**src/rtl/arcade_input_ctrl_if.sv**
```systemverilog
// ioctl download bus from hps_io into arcade_input_ctrl.
// The master drives the download strobe, index, address and data; the slave only samples them.
interface arcade_input_ctrl_if;
   logic        ioctl_wr;
   logic [7:0]  ioctl_index;
   logic [24:0] ioctl_addr;
   logic [7:0]  ioctl_dout;

   modport master (
      output ioctl_wr,
      output ioctl_index,
      output ioctl_addr,
      output ioctl_dout
   );

   modport slave (
      input ioctl_wr,
      input ioctl_index,
      input ioctl_addr,
      input ioctl_dout
   );
endinterface

```
**src/rtl/arcade_input_ctrl.sv**
```systemverilog
// Arcade input front end: PS/2 + joystick merge, coin pulse stretcher, DIP/SYSMODE latches.
// Optional autofire on player T1 buttons when ARCADE_INPUT_AUTOFIRE_EN is defined.
module arcade_input_ctrl #(
   parameter int unsigned NPLAYERS   = 2,
   parameter int unsigned NDSW       = 8,
   parameter logic [15:0] COIN_PULSE = 16'd4800,
   parameter logic [15:0] COIN_GAP   = 16'd4800
`ifdef ARCADE_INPUT_AUTOFIRE_EN
   ,
   parameter logic [19:0] AUTOFIRE_DIV = 20'd400000
`endif
) (
   input  logic                   clk_sys,
   input  logic                   reset_n,
   input  logic [10:0]            ps2_key,
   input  logic [NPLAYERS*16-1:0] joystick,
   input  logic                   cabinet,
   arcade_input_ctrl_if.slave     ioctl,
`ifdef ARCADE_INPUT_AUTOFIRE_EN
   input  logic                   autofire_on,
`endif
   output logic [NPLAYERS*8-1:0]  inp_player,
   output logic [7:0]             inp_sys,
   output logic [NDSW*8-1:0]      dsw,
   output logic [7:0]             sysmode,
   output logic                   coin_busy
);

   typedef struct packed {
      logic p1_u, p1_d, p1_l, p1_r, p1_t1, p1_t2;
      logic f1, f2, st1, st2, coin1, coin2;
      logic p2_u, p2_d, p2_l, p2_r, p2_t1, p2_t2;
   } keys_t;

   typedef enum logic [1:0] {
      IDLE  = 2'd0,
      PULSE = 2'd1,
      GAP   = 2'd2
   } coin_state_t;

   keys_t            keys;
   logic             toggle_q;
   logic [63:0]      joy_pad;
   logic             unused_joy;
   logic [3:0][7:0]  pl;
   logic [31:0]      pl_flat;
   logic [3:0]       st_nxt;
   logic [3:0]       st_q;
   logic             coin_raw;
   logic             coin_raw_q;
   logic             coin_rise;
   logic             af_gate;
   coin_state_t      state;
   coin_state_t      state_nxt;
   logic [15:0]      cnt;
   logic [15:0]      cnt_nxt;

   // Players beyond NPLAYERS read as released so fixed bit positions stay legal.
   assign joy_pad    = 64'(joystick);
   assign unused_joy = ^joy_pad;

   // Joystick word -> active-high {L,R,U,D,0,T2,T1,0}.
   function automatic logic [7:0] joy_to_pl(input logic [15:0] j);
      return {j[1], j[0], j[3], j[2], 1'b0, j[5], j[4], 1'b0};
   endfunction

   // ---------------------------------------------------------------- PS/2 keys
   always_ff @(posedge clk_sys or negedge reset_n) begin
      if (!reset_n) begin
         toggle_q <= 1'b0;
         keys     <= '0;
      end else begin
         toggle_q <= ps2_key[10];
         if (ps2_key[10] != toggle_q) begin
            casez (ps2_key[8:0])
               9'b?_0111_0101: keys.p1_u  <= ps2_key[9];
               9'b?_0111_0010: keys.p1_d  <= ps2_key[9];
               9'b?_0110_1011: keys.p1_l  <= ps2_key[9];
               9'b?_0111_0100: keys.p1_r  <= ps2_key[9];
               9'h029:         keys.p1_t1 <= ps2_key[9];
               9'h014:         keys.p1_t2 <= ps2_key[9];
               9'h005:         keys.f1    <= ps2_key[9];
               9'h006:         keys.f2    <= ps2_key[9];
               9'h016:         keys.st1   <= ps2_key[9];
               9'h01E:         keys.st2   <= ps2_key[9];
               9'h02E:         keys.coin1 <= ps2_key[9];
               9'h036:         keys.coin2 <= ps2_key[9];
               9'h02D:         keys.p2_u  <= ps2_key[9];
               9'h02B:         keys.p2_d  <= ps2_key[9];
               9'h023:         keys.p2_l  <= ps2_key[9];
               9'h034:         keys.p2_r  <= ps2_key[9];
               9'h01C:         keys.p2_t1 <= ps2_key[9];
               9'h01B:         keys.p2_t2 <= ps2_key[9];
               default: ;
            endcase
         end
      end
   end

   // ---------------------------------------------------------------- autofire
`ifdef ARCADE_INPUT_AUTOFIRE_EN
   logic [19:0] af_cnt;
   logic        af_ph;

   always_ff @(posedge clk_sys or negedge reset_n) begin
      if (!reset_n) begin
         af_cnt <= '0;
         af_ph  <= 1'b0;
      end else if (af_cnt == AUTOFIRE_DIV - 20'd1) begin
         af_cnt <= '0;
         af_ph  <= ~af_ph;
      end else begin
         af_cnt <= af_cnt + 20'd1;
      end
   end

   assign af_gate = ~autofire_on | af_ph;
`else
   assign af_gate = 1'b1;
`endif

   // ---------------------------------------------------------------- merge
   always_comb begin
      pl    = '0;
      pl[1] = {keys.p2_l, keys.p2_r, keys.p2_u, keys.p2_d, 1'b0, keys.p2_t2, keys.p2_t1, 1'b0}
              | joy_to_pl(joy_pad[31:16]);
      pl[0] = {keys.p1_l, keys.p1_r, keys.p1_u, keys.p1_d, 1'b0, keys.p1_t2, keys.p1_t1, 1'b0}
              | joy_to_pl(joy_pad[15:0]) | (cabinet ? 8'h00 : pl[1]);
      pl[2] = joy_to_pl(joy_pad[47:32]);
      pl[3] = joy_to_pl(joy_pad[63:48]);
      pl[0][1] = pl[0][1] & af_gate;
      pl[1][1] = pl[1][1] & af_gate;
      pl[2][1] = pl[2][1] & af_gate;
      pl[3][1] = pl[3][1] & af_gate;
   end

   assign pl_flat = pl;

   assign st_nxt[0] = keys.f1 | keys.st1 | joy_pad[6] | joy_pad[22] | joy_pad[38] | joy_pad[54];
   assign st_nxt[1] = keys.f2 | keys.st2 | joy_pad[7] | joy_pad[23] | joy_pad[39] | joy_pad[55];
   assign st_nxt[2] = joy_pad[38];
   assign st_nxt[3] = joy_pad[54];

   assign coin_raw = keys.f1 | keys.f2 | keys.coin1 | keys.coin2
                     | joy_pad[8] | joy_pad[24] | joy_pad[40] | joy_pad[56];
   assign coin_rise = coin_raw & ~coin_raw_q;

   always_ff @(posedge clk_sys or negedge reset_n) begin
      if (!reset_n) begin
         inp_player <= '1;
         st_q       <= '0;
         coin_raw_q <= 1'b0;
      end else begin
         inp_player <= ~pl_flat[NPLAYERS*8-1:0];
         st_q       <= st_nxt;
         coin_raw_q <= coin_raw;
      end
   end

   // ---------------------------------------------------------------- coin FSM
   always_ff @(posedge clk_sys or negedge reset_n) begin
      if (!reset_n) begin
         state <= IDLE;
         cnt   <= '0;
      end else begin
         state <= state_nxt;
         cnt   <= cnt_nxt;
      end
   end

   always_comb begin
      state_nxt = state;
      cnt_nxt   = cnt;
      case (state)
         IDLE: begin
            if (coin_rise) begin
               state_nxt = PULSE;
               cnt_nxt   = COIN_PULSE - 16'd1;
            end
         end
         PULSE: begin
            if (cnt == '0) begin
               state_nxt = GAP;
               cnt_nxt   = COIN_GAP - 16'd1;
            end else begin
               cnt_nxt = cnt - 16'd1;
            end
         end
         GAP: begin
            if (cnt == '0) begin
               state_nxt = IDLE;
            end else begin
               cnt_nxt = cnt - 16'd1;
            end
         end
         default: begin
            state_nxt = IDLE;
            cnt_nxt   = '0;
         end
      endcase
   end

   // COIN decodes straight from the state register so reset releases it asynchronously.
   assign coin_busy = (state != IDLE);
   assign inp_sys   = {~st_q, 3'b111, ~(state == PULSE)};

   // ---------------------------------------------------------------- ioctl latches
   always_ff @(posedge clk_sys or negedge reset_n) begin
      if (!reset_n) begin
         sysmode <= '0;
      end else if (ioctl.ioctl_wr && ioctl.ioctl_index == 8'd1 && ioctl.ioctl_addr == '0) begin
         sysmode <= ioctl.ioctl_dout;
      end
   end

   for (genvar g = 0; g < NDSW; g++) begin : g_dsw
      logic [7:0] bank_q;

      always_ff @(posedge clk_sys or negedge reset_n) begin
         if (!reset_n) begin
            bank_q <= '1;
         end else if (ioctl.ioctl_wr && ioctl.ioctl_index == 8'd254
                      && ioctl.ioctl_addr == 25'(g)) begin
            bank_q <= ioctl.ioctl_dout;
         end
      end

      assign dsw[g*8 +: 8] = bank_q;
   end

endmodule
```
**src/flat_wrapper.sv**
```systemverilog
// flat-port wrapper written by rule: the top's interface ports become plain ports
module arcade_input_ctrl_flat 
#(
   parameter int unsigned NPLAYERS   = 2,
   parameter int unsigned NDSW       = 8,
   parameter logic [15:0] COIN_PULSE = 16'd4800,
   parameter logic [15:0] COIN_GAP   = 16'd4800

)
  (clk_sys, reset_n, ps2_key, joystick, cabinet, inp_player, inp_sys, dsw, sysmode, coin_busy, ioctl_ioctl_wr, ioctl_ioctl_index, ioctl_ioctl_addr, ioctl_ioctl_dout);
  arcade_input_ctrl_if ioctl_i ();
  input  logic clk_sys;
  input  logic reset_n;
  input  logic [10:0] ps2_key;
  input  logic [NPLAYERS*16-1:0] joystick;
  input  logic cabinet;
  output logic [NPLAYERS*8-1:0] inp_player;
  output logic [7:0] inp_sys;
  output logic [NDSW*8-1:0] dsw;
  output logic [7:0] sysmode;
  output logic coin_busy;
  input wire logic [$bits(ioctl_i.ioctl_wr)-1:0] ioctl_ioctl_wr;
  input wire logic [$bits(ioctl_i.ioctl_index)-1:0] ioctl_ioctl_index;
  input wire logic [$bits(ioctl_i.ioctl_addr)-1:0] ioctl_ioctl_addr;
  input wire logic [$bits(ioctl_i.ioctl_dout)-1:0] ioctl_ioctl_dout;
  assign ioctl_i.ioctl_wr = ioctl_ioctl_wr;
  assign ioctl_i.ioctl_index = ioctl_ioctl_index;
  assign ioctl_i.ioctl_addr = ioctl_ioctl_addr;
  assign ioctl_i.ioctl_dout = ioctl_ioctl_dout;
  arcade_input_ctrl #(.NPLAYERS(NPLAYERS), .NDSW(NDSW), .COIN_PULSE(COIN_PULSE), .COIN_GAP(COIN_GAP)) u_core (.clk_sys(clk_sys), .reset_n(reset_n), .ps2_key(ps2_key), .joystick(joystick), .cabinet(cabinet), .ioctl(ioctl_i), .inp_player(inp_player), .inp_sys(inp_sys), .dsw(dsw), .sysmode(sysmode), .coin_busy(coin_busy));
endmodule
```
**config.mk**
```make
export PLATFORM = sky130hd
export DESIGN_NAME = arcade_input_ctrl_flat
export DESIGN_NICKNAME = d
export VERILOG_FILES = /design/src/rtl/arcade_input_ctrl_if.sv /design/src/rtl/arcade_input_ctrl.sv /design/src/flat_wrapper.sv
export SDC_FILE = /design/constraint.sdc
export NUM_CORES = 1
export LEC_CHECK = 0
export CORE_AREA = 4 4 115 117
export DETAILED_ROUTE_END_ITERATION = 8
export DIE_AREA = 0 0 119 121
export GPL_ROUTABILITY_DRIVEN = 1
export PLACE_DENSITY = 0.79
export SYNTH_ARGS = -nofsm -noshare
export SYNTH_HDL_FRONTEND = slang
export SYNTH_SLANG_ARGS = --single-unit
export TNS_END_PERCENT = 1
```
**constraint.sdc**
```tcl
create_clock -name clk_sys -period 2.51 [get_ports clk_sys]
set_input_delay 0.251 -clock clk_sys [delete_from_list [all_inputs] [get_ports clk_sys]]
set_output_delay 0.251 -clock clk_sys [all_outputs]
set_load 0.05 [all_outputs]
```
-- After elaboration in Yosys (flattened, before gate mapping)
Cells that the tools add are included.
Widths: inputs -> output; s select.
- register bits: 128
- input port bits: 88
- output and inout port bits: 97
- logic and storage cells: 131
- add/subtract/negate cells: 1
- equality and inequality tests: 34
- multiplexer cells: 9
- bitwise logic cells: 19
- reduce and logical (&&, ||, !) cells: 35
- operators with widths (cell ; count):
    $eq 25x3->1 const B ; 4
    $eq 9x6->1 const B ; 7
    $eq 25x2->1 const B ; 2
    $mux 16 ; 3
    $pmux 16 s3 ; 1
    $eq 9x5->1 const B ; 5
    $reduce_and 2->1 ; 19
    $eq 8x7->1 const B ; 4
    $eq 25x1->1 const B ; 1
    $logic_not 25->1 ; 1
    $or 8x8->8 ; 3
    $eq 9x3->1 const B ; 2
    $logic_not 16->1 ; 1
    $not 16->16 ; 1
    $sub 16x1->16 const B ; 1
    $logic_and 1x1->1 ; 11
    $or 1x1->1 ; 11
    $eq 8x1->1 const B ; 1
    $eq 8x8->1 const B ; 1
    $mux 8 ; 1
    $mux 2 ; 3
    $ne 2x1->1 const B ; 3
    $pmux 2 s3 ; 1
    $not 2->4 ; 1
    other kinds (9) ; 10

-- Logic depth before layout (Yosys ltp)
Gate-level depths: netlist of run 1.
- depth in word-level cells: 8
- mapped depth: 7
- gate-level depth less buffers: 7

-- Worst setup path before layout of run 1
OpenSTA, ideal clock, no wires.
- kind: register to register
- from: register u_core.cnt[0]
- to: register u_core.cnt[14]
- arrival: 2.059 ns
- required time: 2.427 ns
- slack: 0.368 ns
- stages on the path, launching flop included: 8
- path through: dfrtp_1 inv_1 ha_1 or4b_2 nor4_1 nor4b_1 o21ai_0 o21ai_0
- cells in the longest elaborated chain, start to end: 3
- ends and longest elaborated chain (what ; RTL line ; source):
    start: declaration ; arcade_input_ctrl.sv:55 ; logic [15:0] cnt;
    start signal: assignment ; arcade_input_ctrl.sv:167 ; cnt <= cnt_nxt;
    $sub 16x1->16 or $logic_not 16->1 (tied branches) ; n/a ;
    $mux 16, or another cell as far along ; arcade_input_ctrl.sv:190 ; if (cnt == '0) begin
    $pmux 16 s3 or $reduce_and 2->1 (tied branches) ; n/a ;
Parallel ways exist; a longest one is shown, timed or not. The select of a mux whose other input is x is not followed.
A chain may end at the register's enable or synchronous reset.

-- Worst setup path after layout of run 1
- from: register u_core.cnt[6]
- to: register u_core.cnt[2]
- cells in the longest elaborated chain, start to end: 3
- ends and longest elaborated chain (what ; RTL line):
    $logic_not 16->1 (*) ; arcade_input_ctrl.sv:182, arcade_input_ctrl.sv:190
    $mux 16 or $ne 2x2->1 (tied branches) ; n/a
    $pmux 16 s3 or $reduce_and 2->1 (tied branches) ; n/a
Every way passes the cells marked *; elsewhere a longest branch is shown, timed or not.

==> flow_metrics.tcl, run 1 <==
set metrics [dict create \
    chipWidth_um 119 \
    start_kind "register" \
    diodes 0 \
    synth_cell_type_count 52 \
    endpoint_kind "register" \
    arrival_ns 2.63 \
    ctsResizeCount 0 \
    clk_path_buf_depth 2 \
    ys_async_sr_fraction_pct 100.0 \
    place_hpwl_um 10630 \
    crit_chain "or4_1, o41ai_4, nand2_2, o221a_2" \
    synth_seq_cells 124 \
    power.density_mw_per_mm2 681.3 \
    drt-pass1-iter-count 4 \
    antenna_found_initial 0 \
    grt_first_pass_wirelength_um 22700 \
    fmax_mhz 429.0 \
    synth-simple-area-share_pct 13.69 \
    io_pins 185 \
    period_needed_ns 2.331 \
    wl_per_cell_um 18.09 \
    relSlewSlack_pct 61.29 \
    routabilityCongestion 0.8461 \
    design_area_mm2 0.007983 \
    row_count 41 \
    ir_drop_mv 0.4919 \
    status "completed" \
    overflow 0 \
    via_per_inst 5.199 \
    fin_skew_ns 0.006044 \
    cp.required_ns 2.81 \
    synth-seq-area-share_pct 58.32 \
    synthAdderAreaFrac_pct 0.4563 \
    cp_max_fo 9 \
    ctsHoldBuffers 0 \
    leakagePower_nw 3.305 \
    dieHeight_um 121 \
    coreArea_mm2 0.01236 \
    synth_edf_count 0 \
    power_w 0.005439 \
    synth_area_leaders "dfstp_2 36%, dfrtp_1 22%, mux2_2 18%" \
    hp-class "in -> async" \
    drc 0 \
    synth_cells 428 \
    io_buffers 161 \
    cts_root_buffer "clkbuf_16" \
    synthMuxAreaShare_pct 18.48 \
    synthTopCellsByCount "90 x mux2_2, 76 x dfstp_2, 48 x dfrtp_1" \
    area_growth_pct 45.56 \
    setup_tns_ns 0 \
    routed_wl_um 14420 \
    fin_nets 702 \
    final_hold_viol_count 0 \
    numCtsBuffers 17 \
    yosysWarnings 0 \
    cts_max_level 4 \
    synth-xor-area-share_pct 1.757 \
    drive_above_1_share_pct 35.20 \
    crit_slowest_cell "or4_1" \
    setup_viol 0 \
    syn_area_mm2 0.005484 \
    detailed_place.area_mm2 0.007358 \
    worst_pin_slew_ns 0.5753 \
    finalMaxSlewViolations 0 \
    maxCapViolCount 0 \
    synth_top_area_share_pct 36.41 \
    post_cts_buffers 0 \
    start_util_pct 44.36 \
    max_stage_delay_ns 0.71 \
    yosysMostFrequentCell "mux2_2" \
    path_clk_slew_ns 0.06 \
    grt_use_total_pct 20.31 \
    grt_pass1_vias 4276 \
    grt_max_degree 49 \
    cp_top_family "simple AND/OR/NAND/NOR gates" \
    worst-path-buf-inv 0 \
    synth_compound_area_share_pct 4.883 \
    fin_crit_sh_pct 92.87 \
    vias 4144 \
    yosys_most_used_dff "dfstp_2" \
    worstSkewPairLatency_ns 0.41 \
    cts_tree "done" \
    rsz0062_at_grt "false" \
    dr.first_iter.drc_count 258 \
    final_antenna_net_count 0 \
    cts_num_sinks 124 \
    worstSetupPathType "reg -> reg" \
    synth_top_area_cell "dfstp_2" \
    synth_top_family_by_area "multiplexers" \
    syn_avg_cell_area_um2 12.81 \
    dieArea_mm2 0.01440 \
]
-- flip-flops by register name (all words and copies together), names as in the netlist --
register and cells:
u_core.cnt 16, u_core.coin_raw_q 1, u_core.g_dsw.bank_q 64, u_core.inp_player 12, u_core.keys 18, u_core.st_q 2, u_core.state 2, u_core.sysmode 8
u_core.toggle_q 1
-- cells in the final DEF (no fill, tap or decap), drive strengths merged, types with 3 or more instances in the layout --
master         netlist  layout
a211oi               4       4
dfrtp               48      48
mux2                90      90
nand3                4       4
dfstp               76      76
and2                 3       3
clkbuf               6      19
o21ai               12      12
nor2                37      37
nor3                17      17
inv                  9      13
nand2b               4       4
buf                 10      13
conb                 1       9
nor4b                3       3
bufinv               0       3
xnor2                9       9
clkinv               0       5
a21oi                5       5
or4                  7       7
nand4                3       3
nand2               27      27
and3                 4       4
nor2b                3       3
nor4                15      15
clkdlybuf4s50        0     160
-- logic make-up (layout without fill, tap and decap cells) --
family	Yosys count	count (layout)
AO/OA/AOI/OAI	35	35
XOR/XNOR	11	11
adder cells (fa/ha/maj)	2	2
buffers and inverters	25	214
flip-flops	124	124
multiplexers	90	90
other	1	9
AND/OR/NAND/NOR	140	140
-- report_power, final --
group / internal, W / switching, W / leakage (nW) / total, W
combinational: 0.000303 / 0.000352 / 1.59 / 0.000655
clock: 0.00165 / 0.000895 / 0.310 / 0.00255
sequential: 0.00212 / 0.000117 / 1.41 / 0.00224
total: 0.00407 / 0.00136 / 3.30 / 0.00544
-- per-stage QoR --
stage	util, %	hold WS, ns	setup slack (ns)	instances
detailed placement	59.52	0.3937	0.1136	765
finish	64.57	0.1710	0.1790	797
CTS	64.57	0.1726	0.1714	797
floorplan	-	-0.04459	0.3684	436
global route	64.57	0.2230	0.05028	797
global placement	59.52	0.3815	0.2078	765
-- final cells by class --
cell class,count,area [um^2]
inverter,9,33.78
timing repair buffer,173,1724
tap,172,215.2
sequential,124,3198
fill,926,4380
multi-input combinational,287,2187
clock inverter,13,160.2
clock buffer,19,464.2
-- final timing paths --
check / from / endpoint / slack (ns) / cells past startpoint
max: u_core.cnt[6] / u_core.cnt[2] / 0.18 / 4
min in group clk_sys: ps2_key[10] / u_core.toggle_q / 0.33 / 1
min reg2reg: u_core.keys[13] / u_core.inp_player[1] / 0.40 / 1
max in group asynchronous: reset_n / u_core.g_dsw[7].bank_q[5] / 1.77 / 2
min: reset_n / u_core.g_dsw[6].bank_q[0] / 0.17 / 1
max reg2reg: u_core.cnt[6] / u_core.cnt[2] / 0.18 / 4
-- metal layers --
layer,vias up,share of wire (%),track usage (%)
met5,-,0,0
met4,0,1.3,6.807
met3,19,7.1,6.340
met2,180,52,36.45
met1,2034,40,22.89
li1,1911,-,-
No activity file was read; power rests on OpenSTA's default activity.
==> inputs of run 2 (changes only) <==
Settings changed: REMOVE_ABC_BUFFERS set to 1.
==> run 2 against run 1 <==
Cell count down 0.25%. Clock power down 5%. Routed wire length up 0.19%. Global-route usage up 0.066 points. Largest power group unchanged. Worst hold slack better by 0.16 ns. Sequential cell count unchanged. Critical endpoint unchanged.
==> flow_metrics.tcl, run 2 (synthesis results as in run 1) <==
set metrics [dict create \
    worst_pin_slew_ns 0.5958 \
    regMostFlops "u_core.g_dsw.bank_q" \
    drc 0 \
    worstSetupPathType "reg -> reg" \
    reg2regPathDepth 4 \
    cts_num_sinks 124 \
    numCtsBuffers 17 \
    arrival_ns 2.70 \
    cts_root_buffer "clkbuf_16" \
    final_common_cell "clkdlybuf4s50_1" \
    rsz0062_at_grt "false" \
    vias 4153 \
    holdPathStages 1 \
    cp_max_fo 9 \
    finalMaxSlewViolations 0 \
    fin_crit_sh_pct 95.85 \
    grt_pass1_vias 4326 \
    io_pins 185 \
    worstSkewPairLatency_ns 0.41 \
    via_per_inst 5.224 \
    wl_per_cell_um 18.17 \
    routed_wl_um 14450 \
    crit_slowest_cell "or4_1" \
    period_needed_ns 2.406 \
    row_count 41 \
    setup_viol 0 \
    status "completed" \
    place_hpwl_um 10660 \
    largest_reg_flops 64 \
    area_growth_pct 44.47 \
    routabilityCongestion 0.8741 \
    antenna_found_initial 0 \
    grt_use_total_pct 20.38 \
    coreArea_mm2 0.01236 \
    cts_tree "done" \
    start_kind "register" \
    max_stage_delay_ns 0.71 \
    p_comb_share_pct 12.5 \
    p_switching_w 0.001405 \
    overflow 0 \
    grt_max_degree 64 \
    dieArea_mm2 0.01440 \
    cts_max_level 4 \
    chipWidth_um 119 \
    crit_chain "or4_1, o41ai_4, nand2_2, o221a_2" \
    final_antenna_net_count 0 \
    grt_first_pass_wirelength_um 22960 \
    layout_common_cells "160 x clkdlybuf4s50_1, 90 x mux2_2, 76 x dfstp_2" \
    endpoint_kind "register" \
    power.density_mw_per_mm2 670.0 \
    cp.required_ns 2.80 \
    fin_skew_ns 0.008970 \
    holdWs_ns 0.3342 \
    drive_above_1_share_pct 34.99 \
    fmax_mhz 415.7 \
    ir_drop_mv 0.4051 \
    switching_share_pct 26.47 \
    fill_cells 901 \
    clk_path_buf_depth 2 \
    dr.first_iter.drc_count 245 \
    relSlewSlack_pct 59.92 \
    path_clk_slew_ns 0.06 \
    dieHeight_um 121 \
    maxCapViolCount 0 \
    final_hold_viol_count 0 \
    cellInternalPower_w 0.003903 \
    io_buffers 161 \
    leakagePower_nw 3.260 \
    diodes 0 \
    start_util_pct 44.36 \
    setup_tns_ns 0 \
    fin_nets 700 \
    drt-pass1-iter-count 4 \
    hp-class "in -> reg" \
    power_frac_seq_pct 42.2 \
    clockPowerShare_pct 45.3 \
    largestRegisters "u_core.g_dsw.bank_q: 64 flops, u_core.keys: 18 flops, u_core.cnt: 16 flops" \
]
run 2: cell types whose count changed in the layout (fill, tap and decap cells not counted), sizes merged:
cell / before / now
clkbuf: 19 / 17
bufinv: 3 / 2
clkinv: 5 / 4
clkinvlp: 1 / 3
inv: 13 / 15
buf: 13 / 10
dlygate4sd3: 0 / 1
run 2: what timing repair did:
action                                 in CTS  in global routing
setup buffers                               0                  0
gates resized for setup                     0                  1
setup endpoints to repair                   0                  2
hold buffers                                1                  0
endpoints found under the hold margin       9                  0
run 2: area by class of cell:
cell class                      count  area, um^2  area share (%)
Clock buffer                       17       425.4           5.370
Clock inverter                     15       162.7           2.053
Inverter                            9       33.78          0.4264
Multi-Input combinational cell    287        2187           27.61
Sequential cell                   124        3199           40.38
Tap cell                          172       215.2           2.716
Timing Repair Buffer              171        1699           21.45
run 2: final timing paths:
check	end	slack, ns	start
min reg2reg	u_core.inp_player[1]	0.40	u_core.keys[13]
min	u_core.toggle_q	0.33	ps2_key[10]
max in group asynchronous	u_core.g_dsw[2].bank_q[2]	1.41	reset_n
max reg2reg	u_core.cnt[2]	0.10	u_core.cnt[6]
max	u_core.cnt[2]	0.10	u_core.cnt[6]
min in group asynchronous	u_core.toggle_q	0.36	reset_n
run 2: power by group through the flow:
stage	Clock (W)	Sequential (W)	Combinational [W]
final	0.00241	0.00224	0.000661
after global routing	0.00255	0.00226	0.000729
after CTS	0.00245	0.00224	0.000665
after detailed placement	0	0.00227	0.000656
after global placement	0	0.00226	0.000633
after floorplan	0	0.00228	0.000326
run 2: stage by stage:
stage | setup slack [ns] | power, W | util [%] | cells | instance area [um^2]
global route | 0.06110 | 0.005531 | 64.08 | 795 | 7923
floorplan | 0.3601 | 0.002603 | - | 420 | 5419
CTS | 0.06330 | 0.005356 | 64.07 | 795 | 7921
detailed placement | 0.1293 | 0.002923 | 59.23 | 762 | 7323
global placement | 0.2066 | 0.002890 | 59.23 | 762 | 7323
finish | 0.1042 | 0.005308 | 64.08 | 795 | 7923
run 2: per-layer routing:
metal / wire, um / global-route usage, % / share of wire (%) / vias to the layer above
li1: - / - / - / 1903
met1: 5792 / 24.18 / 40 / 2070
met4: 259 / 6.155 / 1.8 / 0
met5: 0 / 0 / 0 / -
met3: 997 / 6.853 / 6.9 / 19
met2: 7400 / 35.11 / 51 / 161
run 2: critical path: cells and delay by family, from the launching register on:
kind / cells / cell delay, ns
AOI/OAI and AO/OA: 2 / 0.94
DFF: 1 / 0.43
and+or+nand+nor: 2 / 0.93
